[src/rtl/program_loader.sv]
// Boot loader: receives a LEN/payload/CHK byte frame, writes the payload to program
// memory from address 0, and releases the processor once the checksum verifies.
module program_loader #(
  parameter int ADDR_W = 5,
  parameter int DATA_W = 8
) (
  input  logic              clk,
  input  logic              rst,
  input  logic              in_valid,
  input  logic [DATA_W-1:0] in_data,
  output logic              in_ready,
  input  logic              restart,
  output logic              mem_we,
  output logic [ADDR_W-1:0] mem_adr,
  output logic [DATA_W-1:0] mem_wdata,
  output logic              cpu_hold,
  output logic              done,
  output logic              error
);

  localparam int DEPTH = 1 << ADDR_W;

  typedef enum logic [2:0] {IDLE, LOAD, CHECK, RUN, ERR} state_t;

  state_t            state;
  logic [ADDR_W:0]   count;
  logic [ADDR_W-1:0] adr_cnt;
  logic [DATA_W-1:0] xor_acc;
  logic              xfer;

  function automatic logic len_ok(input logic [DATA_W-1:0] len);
    return (len != '0) && (int'(len) <= DEPTH);
  endfunction

  always_comb begin
    in_ready = (state == IDLE) || (state == LOAD) || (state == CHECK);
  end

  assign xfer = in_valid && in_ready;

  always_ff @(posedge clk or negedge rst) begin
    if (!rst) begin
      state     <= IDLE;
      count     <= '0;
      adr_cnt   <= '0;
      xor_acc   <= '0;
      mem_we    <= 1'b0;
      mem_adr   <= '0;
      mem_wdata <= '0;
      cpu_hold  <= 1'b1;
      done      <= 1'b0;
      error     <= 1'b0;
    end else begin
      mem_we <= 1'b0;
      // restart wins over any byte offered in the same cycle; that byte is dropped
      if (restart) begin
        state    <= IDLE;
        count    <= '0;
        adr_cnt  <= '0;
        xor_acc  <= '0;
        cpu_hold <= 1'b1;
        done     <= 1'b0;
        error    <= 1'b0;
      end else if (xfer) begin
        case (state)
          IDLE: begin
            count   <= (ADDR_W+1)'(in_data);
            xor_acc <= in_data;
            adr_cnt <= '0;
            if (len_ok(in_data)) begin
              state <= LOAD;
            end else begin
              state <= ERR;
              error <= 1'b1;
            end
          end
          LOAD: begin
            mem_we    <= 1'b1;
            mem_adr   <= adr_cnt;
            mem_wdata <= in_data;
            xor_acc   <= xor_acc ^ in_data;
            count     <= count - 1'b1;
            // hold the address after the last byte so a full frame never wraps to 0
            if (count == (ADDR_W+1)'(1)) begin
              state <= CHECK;
            end else begin
              adr_cnt <= adr_cnt + 1'b1;
            end
          end
          CHECK: begin
            if (in_data == xor_acc) begin
              state    <= RUN;
              cpu_hold <= 1'b0;
              done     <= 1'b1;
            end else begin
              state <= ERR;
              error <= 1'b1;
            end
          end
          default: ;
        endcase
      end
    end
  end

endmodule

[config.mk]
export PLATFORM = sky130hd
export DESIGN_NAME = program_loader
export DESIGN_NICKNAME = d
export VERILOG_FILES = /design/src/rtl/program_loader.sv
export SDC_FILE = /design/constraint.sdc
export NUM_CORES = 1
export LEC_CHECK = 0
export ABC_AREA = 1
export CAP_MARGIN = 40
export CORE_MARGIN = 2
export CORE_UTILIZATION = 58
export CTS_CLUSTER_DIAMETER = 100
export CTS_CLUSTER_SIZE = 12
export DETAILED_ROUTE_END_ITERATION = 10
export GPL_ROUTABILITY_DRIVEN = 0
export HOLD_SLACK_MARGIN = 0.02
export PLACE_DENSITY = 0.92
export SLEW_MARGIN = 0
export SYNTH_ARGS = -nofsm -noshare
export SYNTH_HDL_FRONTEND = slang
export SYNTH_SLANG_ARGS = --single-unit
[constraint.sdc]
create_clock -name clk -period 4.5 [get_ports clk]
set_clock_uncertainty 0.2 [all_clocks]
set_input_delay 1.125 -clock clk [delete_from_list [all_inputs] [get_ports clk]]
set_output_delay 1.125 -clock clk [all_outputs]
set_load 0.05 [all_outputs]
After elaboration in Yosys (flattened, before gate mapping):

Index checks and enable logic that the tools add are counted.

* output and inout port bits: 18
* bits in registers: 39
* word-level logic and storage cells: 73
* input bits: 12

* magnitude comparators: 1
* bitwise logic cells: 2
* reductions and logical operators: 18
* $add $sub $neg: 2
* multiplexer cells: 32
* equal/unequal tests: 8

Operators with widths (number)
* $mux 8: 2
* $pmux 8 s2: 1
* $mux 1: 15
* $mux 3: 5
* $mux 5: 3
* $mux 6: 2
* $pmux 6 s2: 1
* $reduce_and 3->1: 4
* $pmux 5 s2: 1
* $ne 3x3->1 const B: 3
* $pmux 3 s3: 1
* $eq 8x8->1: 1
* $le 8x6->1 const B: 1
* $reduce_bool 8->1: 1
* $xor 8x8->8: 1
* $eq 6x1->1 const B: 1
* $reduce_bool 2->1: 3
* $reduce_bool 3->1: 2
* $sub 6x1->6 const B: 1
* $add 5x1->5 const B: 1
* $reduce_and 4->1: 1
* $reduce_bool 4->1: 1
* $eq 3x1->1 const B: 1
* $eq 3x2->1 const B: 1
* other kinds (7): 9

Logic depth before layout (Yosys ltp):

Gate-level depths: netlist (run 1).

* depth after elaboration: 6
* depth in mapped cells: 11
* mapped depth without buffers: 11

Worst setup path before layout (run 1):

No wires, ideal clock.

* path type: register to output
* from: register state[2]
* to: output in_ready
* arrival: 0.909 ns
* buffers on the path: 0
* slack: 2.266 ns
* stages on the path, launching flop included: 4
* cells stage by stage: dfrtp_1 nor2_2 nand2_1 nand2_2

* cells in the longest elaborated chain, start to end: 3
* elaborated cells on any way between the ends: 5
* classes of those cells: 2 x eq/ne; 3 x reduce/logical

RTL lines
* from (decl): RTL line 25 `state_t state;`
* from (signal assigned): RTL line 43 `state <= IDLE;`
* from (signal assigned): RTL line 57 `state <= IDLE;`
* from (signal assigned): RTL line 71 `state <= LOAD;`
* $eq 3x1->1 / $logic_not 3->1 (equally long branches): RTL line 36 `in_ready = (state == IDLE) || (state == LOAD) || (state == CHECK);`
* $logic_or 1x1->1: RTL line 36
* $logic_or 1x1->1 *: RTL line 36
* to (decl): RTL line 11 `output logic in_ready,`

Every way passes the cells marked *; elsewhere a longest branch is shown, timed or not.

Final worst setup path (run 1):

* from: register state[0]
* to: output in_ready

Same word-level chain as after synthesis.

==> results.tsv, run 1 <==
metric	value	unit
DRC	0	
Top Usage Layer GRT	met2	
# fillers	271	
Routed Antenna Nets	0	
post-route cell area	2610	sq um
core region area	3630	sq um
synthesized net count	298	
pin count of the biggest net entering global routing	30	
Worst slew margin	0.664	
Avg Cell Area, Syn	7.67	sq um
CTS Buf Count	5	
area leader, netlist	dfrtp_1	
first-pass GRT wire length	8.90	mm
met1 usage in global routing	0.321	
wire per inst	14.5	microns
min-delay worst type	reg2reg	
R2R depth	7	
CP arrival	2000	ps
largest family of logic cells by synthesized area	simple AND/OR/NAND/NOR gates	
Total GRT Usage	0.278	
CTS Buffer Depth	2	
Hold Buf Count CTS	0	
LEAKAGE	1.32	nW
die area	4250	sq um
GR Util met3	0.0702	
Clock transition at path regs	80	ps
Cell Area, Placed	2490	sq um
Die Y	65.2	microns
simple-gate share of the synthesized area	0.296	
PostCTS Resize Cnt	0	
Power Total	1.08	mW
final wirelength	5.28	mm
kind of critical path	reg2out	
count of different cell masters after synthesis	30	
Crit Reg-Reg Startpoint	state[2]	
total grt overflow	0	
cells after synthesis	283	
met2 Track Usage GR	0.454	
clk root buf	clkbuf_8	
RSZ-0062 raised after global routing	no	
setup violators final	0	
clock sinks	39	
max cap viols	0	
clock latency at the later pin of the worst-skew pair	300	ps
Period minus WS final	3330	ps
commonest non-fill, non-tap cell in the layout	nand2_1	
Via Count	2045	
Initial Util	0.597	
Pre-antenna DRT Iters	5	
Layout Nets	330	
vias in the first global route	2019	
most frequent cells in the layout	nand2_1, dfrtp_1, inv_1	
outcome	finished, final reports clean	
XOR/XNOR Fraction of Synth Area	0.00403	
Min-Delay Path Depth	2	
compound-gate portion of the synthesized area	0.149	
CTS tree	yes	
Inst Count DP	356	
Hold Path End	cpu_hold	
mux cell area share after synthesis	0	
HPWL Detailed	3.74	mm
Starting DRT DRC Count	197	
Post-Syn Area	2170	sq um
setup TNS	0	ps
area grow syn2layout	20.2	%
Worst Path Required	3170	ps
Syn. warnings	0	
Worst-Margin Slew	503	ps
hold_sp	cpu_hold	
fraction of layout cells with a size suffix above 1	0.0823	
H-tree levels	2	
Finished Layout Cells	364	
PwrDens	413	nW/um^2
Crit. End Element	output port	
number of setup buffers added after CTS	0	
r2r setup slk	2500	ps
top cell type's share of synthesized area	0.438	
PortBufs	29	
# rows	22	
endpoints failing hold	0	
period utilisation layout	0.740	
DIE WIDTH	65.2	microns
num ports	30	
Post-Synth Adder-Cell Area	0.0173	
fin. max-slew vios	0	
main area contributors after synthesis	dfrtp_1, nand2_1, inv_1	
diode count	0	
peak supply drop	0.248	mV
FF-to-FF End	adr_cnt[3]	
drt via density	5.62	
Yosys reg bits	39	
initial antenna violation count	0	
crit start category	flip-flop	
worst-path fanout max	5	
sequential area share after synthesis	0.450	
Highest Clock Rate	0.300	GHz
==> cells by family after synthesis <==
| kind of cell | Yosys count |
|---|---|
| AO/OA/AOI/OAI | 55 |
| flip-flops | 39 |
| XOR/XNOR | 1 |
| AND/OR/NAND/NOR | 144 |
| adder cells (fa/ha/maj) | 3 |
| buffers and inverters | 41 |
==> layer usage <==
layer	up-vias	part of all wire
met2	106	0.48
met1	947	0.40
met3	26	0.074
li1	966	-
met4	0	0.046
met5	-	0
==> report_power, final <==
group | leakage [nW] | switching, mW | internal (mW)
logic | 0.734 | 0.226 | 0.119
clock network | 0.0612 | 0.127 | 0.179
registers | 0.520 | 0.0309 | 0.397
==> critical path, cell delays in order (launching register included) <==
cell             delay (ps)
dfrtp_1                 460
nor2_2                  180
nand2_1                 140
nand2_2                 110
clkdlybuf4s50_1         810
==> cell usage after synthesis <==
| cell type | n |
|---|---|
| a21oi_1 | 11 |
| a31oi_1 | 1 |
| and3_1 | 1 |
| buf_2 | 2 |
| buf_4 | 1 |
| buf_6 | 1 |
| buf_8 | 1 |
| dfrtp_1 | 38 |
| dfstp_2 | 1 |
| ha_1 | 3 |
| inv_1 | 33 |
| inv_2 | 2 |
| inv_4 | 1 |
| nand2_1 | 89 |
| nand2_2 | 5 |
| nand2_4 | 2 |
| nand3_1 | 13 |
| nand3b_1 | 2 |
| nand4_1 | 2 |
| nor2_1 | 25 |
| nor2_2 | 1 |
| nor2_4 | 1 |
| nor2_8 | 2 |
| nor3_1 | 1 |
| o21a_1 | 12 |
| o21ai_0 | 22 |
| o21ai_2 | 1 |
| o22ai_1 | 7 |
| o2bb2ai_1 | 1 |
| xor2_1 | 1 |
==> layout make-up <==
type / count / area, sq um / share of cell area
flip-flops and latches: 39 / 977 / 0.374
well taps: 48 / 60.1 / 0.0230
multi-input cells: 203 / 1010 / 0.388
clock buffers: 6 / 82.6 / 0.0316
clock inverters: 2 / 35.0 / 0.0134
inverters: 36 / 138 / 0.0527
repair buffers: 30 / 305 / 0.117
==> through the flow <==
| step | hold slack (ps) | setup WS (ps) | util |
|---|---|---|---|
| 3_3_place_gp | 272 | 1520 | 0.680 |
| 4_1_cts | 280 | 1190 | 0.718 |
| 5_1_grt | 297 | 1140 | 0.718 |
| 3_5_place_dp | 268 | 1410 | 0.686 |
| 2_1_floorplan | 272 | 2270 | - |
| 6_report | 276 | 1170 | 0.718 |
==> flip-flops by register name, indices dropped and copies added, names as in the netlist <==
name / count
mem_we: 1
xor_acc: 8
error: 1
mem_adr: 5
state: 3
adr_cnt: 5
count: 6
done: 1
cpu_hold: 1
mem_wdata: 8
==> worst max path at each step <==
stage / from / end / slack [ps] / depth (start not counted)
2_1_floorplan: state[2] / in_ready / 2270 / 3
3_3_place_gp: restart / adr_cnt[3] / 1520 / 7
3_5_place_dp: restart / adr_cnt[3] / 1410 / 7
4_1_cts: state[0] / in_ready / 1190 / 4
5_1_grt: state[0] / in_ready / 1140 / 4
6_report: state[0] / in_ready / 1170 / 4
Power figures use the tool's default switching activity.
==> run 2: changes to the inputs <==
Settings changed: CORE_UTILIZATION 58 to 49, PLACE_DENSITY 0.92 to 0.83.
Clock period 4.5 ns to 2.7 ns, I/O delays scaled along.
==> results.tsv, run 2 (synthesis gave the netlist of run 1 again) <==
metric	value	unit	change
final wirelength	4.77	mm	-9.6%
Combinational Power Share	0.304		-0.015
metal2 WL	2.26	mm	-11%
number of setup buffers added after CTS	0		unchanged
Flop pwr share	0.382		-0.014
PortBufs	29		unchanged
clock power share	0.314		+0.030
highest metal used	met4		
H-tree levels	2		unchanged
CTS Buffer Depth	2		unchanged
area grow syn2layout	21.7	%	
Period minus WS final	2510	ps	
WP buf/inv	1		unchanged
clock latency at the later pin of the worst-skew pair	300	ps	about the same
max incr delay on CP	790	ps	-20 ps
DRC	0		unchanged
vias in the first global route	1803		-11%
fraction of layout cells with a size suffix above 1	0.0881		+0.00577
commonest non-fill, non-tap cell in the layout	nand2_1		
diode count	0		unchanged
Total GRT Usage	0.205		-0.0732
RSZ-0062 raised after global routing	no		
Net Sw Frac	0.344		-0.0125
setup violators final	0		unchanged
LEAKAGE	1.33	nW	+1.1%
# rows	24		+9.1%
Regs by FF count	mem_wdata x8, xor_acc x8, count x6		
total grt overflow	0		unchanged
delay-heaviest family, CP	buffers and inverters		
worst-path fanout max	2		-3
Die Y	70.6	microns	+8.3%
Worst-Margin Slew	492	ps	-10.8 ps
PwrDens	709	nW/um^2	+72%
wire per inst	12.9	microns	-11%
Worst Path Required	1820	ps	-1350 ps
Routed Antenna Nets	0		unchanged
pin count of the biggest net entering global routing	28		-6.7%
Internal Power	1.23	mW	+77%
endpoints failing hold	0		unchanged
first-pass GRT wire length	8.11	mm	-8.9%
Clock transition at path regs	80	ps	about the same
initial antenna violation count	0		unchanged
outcome	finished, final reports clean		
Met3 Wirelength	249	microns	-36%
most frequent cells in the layout	nand2_1, dfrtp_1, inv_1		
die area	4980	sq um	+17%
core region area	4320	sq um	+19%
period utilisation layout	0.929		
net switching power	0.644	mW	+68%
Cell Area, Placed	2510	sq um	+0.70%
num ports	30		unchanged
CTS tree	yes		
min-delay worst type	in2async		
max cap viols	0		unchanged
Starting DRT DRC Count	141		-28%
drt via density	5.28		-6.1%
Worst slew margin	0.671		+0.00723
Pre-antenna DRT Iters	4		-1
HPWL Detailed	3.59	mm	-4.1%
setup TNS	0	ps	unchanged
post-route cell area	2640	sq um	+1.2%
WL met1	2.15	mm	+2.3%
Initial Util	0.502		-0.0954
Highest Clock Rate	0.399	GHz	
Crit. End Element	output port		
slowest CP cell	clkdlybuf4s50_1		
PostCTS Resize Cnt	0		unchanged
critical path cell sequence	clkdlybuf4s50_1		
peak supply drop	0.305	mV	+23%
DIE WIDTH	70.6	microns	+8.3%
clk root buf	clkbuf_8		
Via Count	1952		-4.5%
kind of critical path	reg2out		
CTS Buf Count	5		unchanged
CP arrival	1630	ps	-370 ps
fin. max-slew vios	0		unchanged
crit start category	flip-flop		
Layout Nets	332		+0.61%
clock sinks	39		unchanged
Hold Buf Count CTS	0		unchanged
==> run 2: changes by cell type in the layout (fill, tap and decap cells not counted), sizes merged <==
cell,change
buf,+3
bufinv,+1
clkdlybuf4s50,-1
clkinv,-1
==> run 2: power by group through the flow <==
stage / registers [mW] / logic (mW) / clock network [mW]
detailed placement: 0.728 / 0.571 / 0
CTS: 0.716 / 0.573 / 0.592
global placement: 0.723 / 0.556 / 0
floorplan: 0.899 / 0.201 / 0
global route: 0.725 / 0.610 / 0.616
finish: 0.715 / 0.570 / 0.589
==> run 2: area by class of cell <==
| type | instances | area, sq um |
|---|---|---|
| inverters | 36 | 138 |
| clock inverters | 2 | 60.1 |
| clock buffers | 6 | 72.6 |
| multi-input cells | 203 | 1010 |
| flip-flops and latches | 39 | 977 |
| fillers | 411 | 1680 |
| well taps | 52 | 65.1 |
| repair buffers | 32 | 318 |
==> run 2: path summary, 6_finish.rpt <==
| kind | from | endpoint | slack, ps | depth (start not counted) |
|---|---|---|---|---|
| setup / recovery | cpu_hold | cpu_hold | 190 | 1 |
| hold / removal | rst | error | 50 | 1 |
| setup reg to reg | state[2] | mem_wdata[1] | 810 | 7 |
| hold reg to reg | cpu_hold | cpu_hold | 270 | 2 |
| max in group asynchronous | rst | xor_acc[5] | 1800 | 2 |
| min in group clk | cpu_hold | cpu_hold | 270 | 2 |
==> run 2: per-layer routing <==
metal | vias up | track usage
li1 | 969 | -
met5 | - | 0
met2 | 57 | 0.318
met3 | 10 | 0.0427
met1 | 916 | 0.279
met4 | 0 | 0.0943
==> run 2: metrics by stage <==
| step | utilization | total power [mW] | std cells | hold WS [ps] | setup WS (ps) |
|---|---|---|---|---|---|
| 6_report | 0.611 | 1.87 | 370 | 53.6 | 191 |
| 5_1_grt | 0.611 | 1.95 | 370 | 72.9 | 167 |
| 4_1_cts | 0.611 | 1.88 | 370 | 63.8 | 183 |
| 3_5_place_dp | 0.580 | 1.30 | 362 | 256 | 337 |
| 3_3_place_gp | 0.576 | 1.28 | 361 | 255 | 355 |
| 2_1_floorplan | - | 1.10 | 283 | 179 | 916 |
==> run 3: changes to the inputs <==
--- a/config.mk
+++ b/config.mk
@@ -10,3 +10,3 @@
 export CORE_MARGIN = 2
-export CORE_UTILIZATION = 49
+export CORE_UTILIZATION = 57
 export CTS_CLUSTER_DIAMETER = 100
@@ -14,2 +14,3 @@
 export DETAILED_ROUTE_END_ITERATION = 10
+export DONT_BUFFER_PORTS = 1
 export GPL_ROUTABILITY_DRIVEN = 0
--- a/constraint.sdc
+++ b/constraint.sdc
@@ -4,2 +4,2 @@
 set_output_delay 0.675 -clock clk [all_outputs]
-set_load 0.05 [all_outputs]
+set_load 0.02 [all_outputs]
==> results.tsv, run 3 (synthesis gave the netlist of run 1 again) <==
metric	value	unit	change
RSZ-0062 raised after global routing	no		
setup violators final	0		unchanged
outcome	finished, final reports clean		
Flop pwr share	0.508		+0.126
vias in the first global route	1824		+1.2%
LEAKAGE	1.21	nW	-8.9%
DRC	0		unchanged
kind of critical path	reg2out		
CTS Buf Count	5		unchanged
Internal Power	1.06	mW	-14%
area grow syn2layout	7.55	%	
Power Total	1.54	mW	-18%
Clock transition at path regs	80	ps	about the same
CTS Buffer Depth	2		unchanged
wire per inst	13.9	microns	+8.0%
max incr delay on CP	450	ps	-340 ps
PostCTS Resize Cnt	0		unchanged
Total GRT Usage	0.240		+0.0353
net switching power	0.484	mW	-25%
Highest Clock Rate	0.475	GHz	+19%
endpoints failing hold	0		unchanged
Worst-Margin Slew	344	ps	-148 ps
Die Y	65.7	microns	-6.9%
clock power share	0.330		+0.016
Layout Nets	302		-9.0%
initial antenna violation count	0		unchanged
max cap viols	0		unchanged
Crit. End Element	output port		
pin count of the biggest net entering global routing	40		+43%
Worst Path Required	1820	ps	about the same
die area	4320	sq um	-13%
CTS tree	yes		
slowest CP cell	dfrtp_1		
first-pass GRT wire length	7.93	mm	-2.2%
commonest non-fill, non-tap cell in the layout	nand2_1		
PwrDens	661	nW/um^2	-6.9%
critical path cell sequence	nor2_4, inv_1, nand2_2		
Combinational Power Share	0.162		-0.142
Initial Util	0.593		+0.0909
clk root buf	clkbuf_8		
Pre-antenna DRT Iters	4		unchanged
HPWL Detailed	3.38	mm	-5.9%
Period minus WS final	2100	ps	-404 ps
clock sinks	39		unchanged
min-delay worst type	in2reg		
most frequent cells in the layout	nand2_1, dfrtp_1, inv_1		
H-tree levels	2		unchanged
fin. max-slew vios	0		unchanged
Via Count	1879		-3.7%
final core utilization	0.638		+0.0266
r2r setup slk	730	ps	-80 ps
Net Sw Frac	0.314		-0.0296
PortBufs	0		-100%
num ports	30		unchanged
period utilisation layout	0.780		-0.150
# rows	22		-8.3%
Routed Antenna Nets	0		unchanged
clock latency at the later pin of the worst-skew pair	300	ps	about the same
drt via density	5.59		+6.0%
Starting DRT DRC Count	159		+13%
total grt overflow	0		unchanged
worst-path fanout max	5		+3
Worst slew margin	0.771		+0.0997
core region area	3660	sq um	-15%
CP arrival	1230	ps	-400 ps
DIE WIDTH	65.7	microns	-6.9%
Regs by FF count	mem_wdata x8, xor_acc x8, count x6		
setup TNS	0	ps	unchanged
fraction of layout cells with a size suffix above 1	0.0868		-0.00124
diode count	0		unchanged
crit start category	flip-flop		
peak supply drop	0.328	mV	+7.6%
final wirelength	4.68	mm	-1.9%
-- run 3: power groups by stage --
stage          clock, mW  sequential, mW  combinational [mW]
2_1_floorplan          0           0.781               0.196
3_3_place_gp           0           0.794               0.224
3_5_place_dp           0           0.797               0.232
4_1_cts            0.512           0.785               0.250
5_1_grt            0.536           0.796               0.286
6_report           0.510           0.783               0.250
-- run 3: final cells by class --
class | instances | area (sq um)
sequential | 39 | 977
fill | 308 | 1330
clock buffer | 6 | 82.6
multi-input combinational | 203 | 1010
timing repair buffer | 2 | 30.0
inverter | 36 | 138
tap | 48 | 60.1
clock inverter | 2 | 35.0
-- run 3: worst paths after layout --
check / from / cells after the start / end
worst min-delay path: restart / 1 / done
worst max-delay path: state[2] / 3 / in_ready
max in group asynchronous: rst / 2 / cpu_hold
worst min register to register: cpu_hold / 2 / cpu_hold
worst max register to register: state[2] / 6 / adr_cnt[3]
min in group asynchronous: rst / 2 / state[1]
-- run 3: critical path, delay by kind of cell (launching register included) --
kind / cells / cell delay (ps)
buffers and inverters: 1 / 90
flip-flops: 1 / 450
AND/OR/NAND/NOR: 2 / 390
-- run 3: per-stage QoR --
stage | instances | setup WS [ps] | hold slack (ps) | instance area [sq um]
after detailed placement | 326 | 798 | 180 | 2190
after floorplan | 283 | 1020 | 179 | 2170
after global placement | 326 | 884 | 180 | 2190
after global routing | 336 | 550 | 222 | 2330
final | 336 | 595 | 228 | 2330
after CTS | 336 | 610 | 224 | 2330
-- run 3: layer usage --
metal | vias up | global-route usage | routed length, microns
li1 | 913 | - | -
met3 | 10 | 0.0753 | 419
met2 | 72 | 0.383 | 2090
met1 | 884 | 0.300 | 2060
met5 | - | 0 | 0
met4 | 0 | 0.0990 | 108
-- run 3: repair_timing --
item | 4_1_cts | 5_1_grt
setup buffers | 0 | 0
endpoints found under the hold margin | 39 | 0
hold buffers | 2 | 0
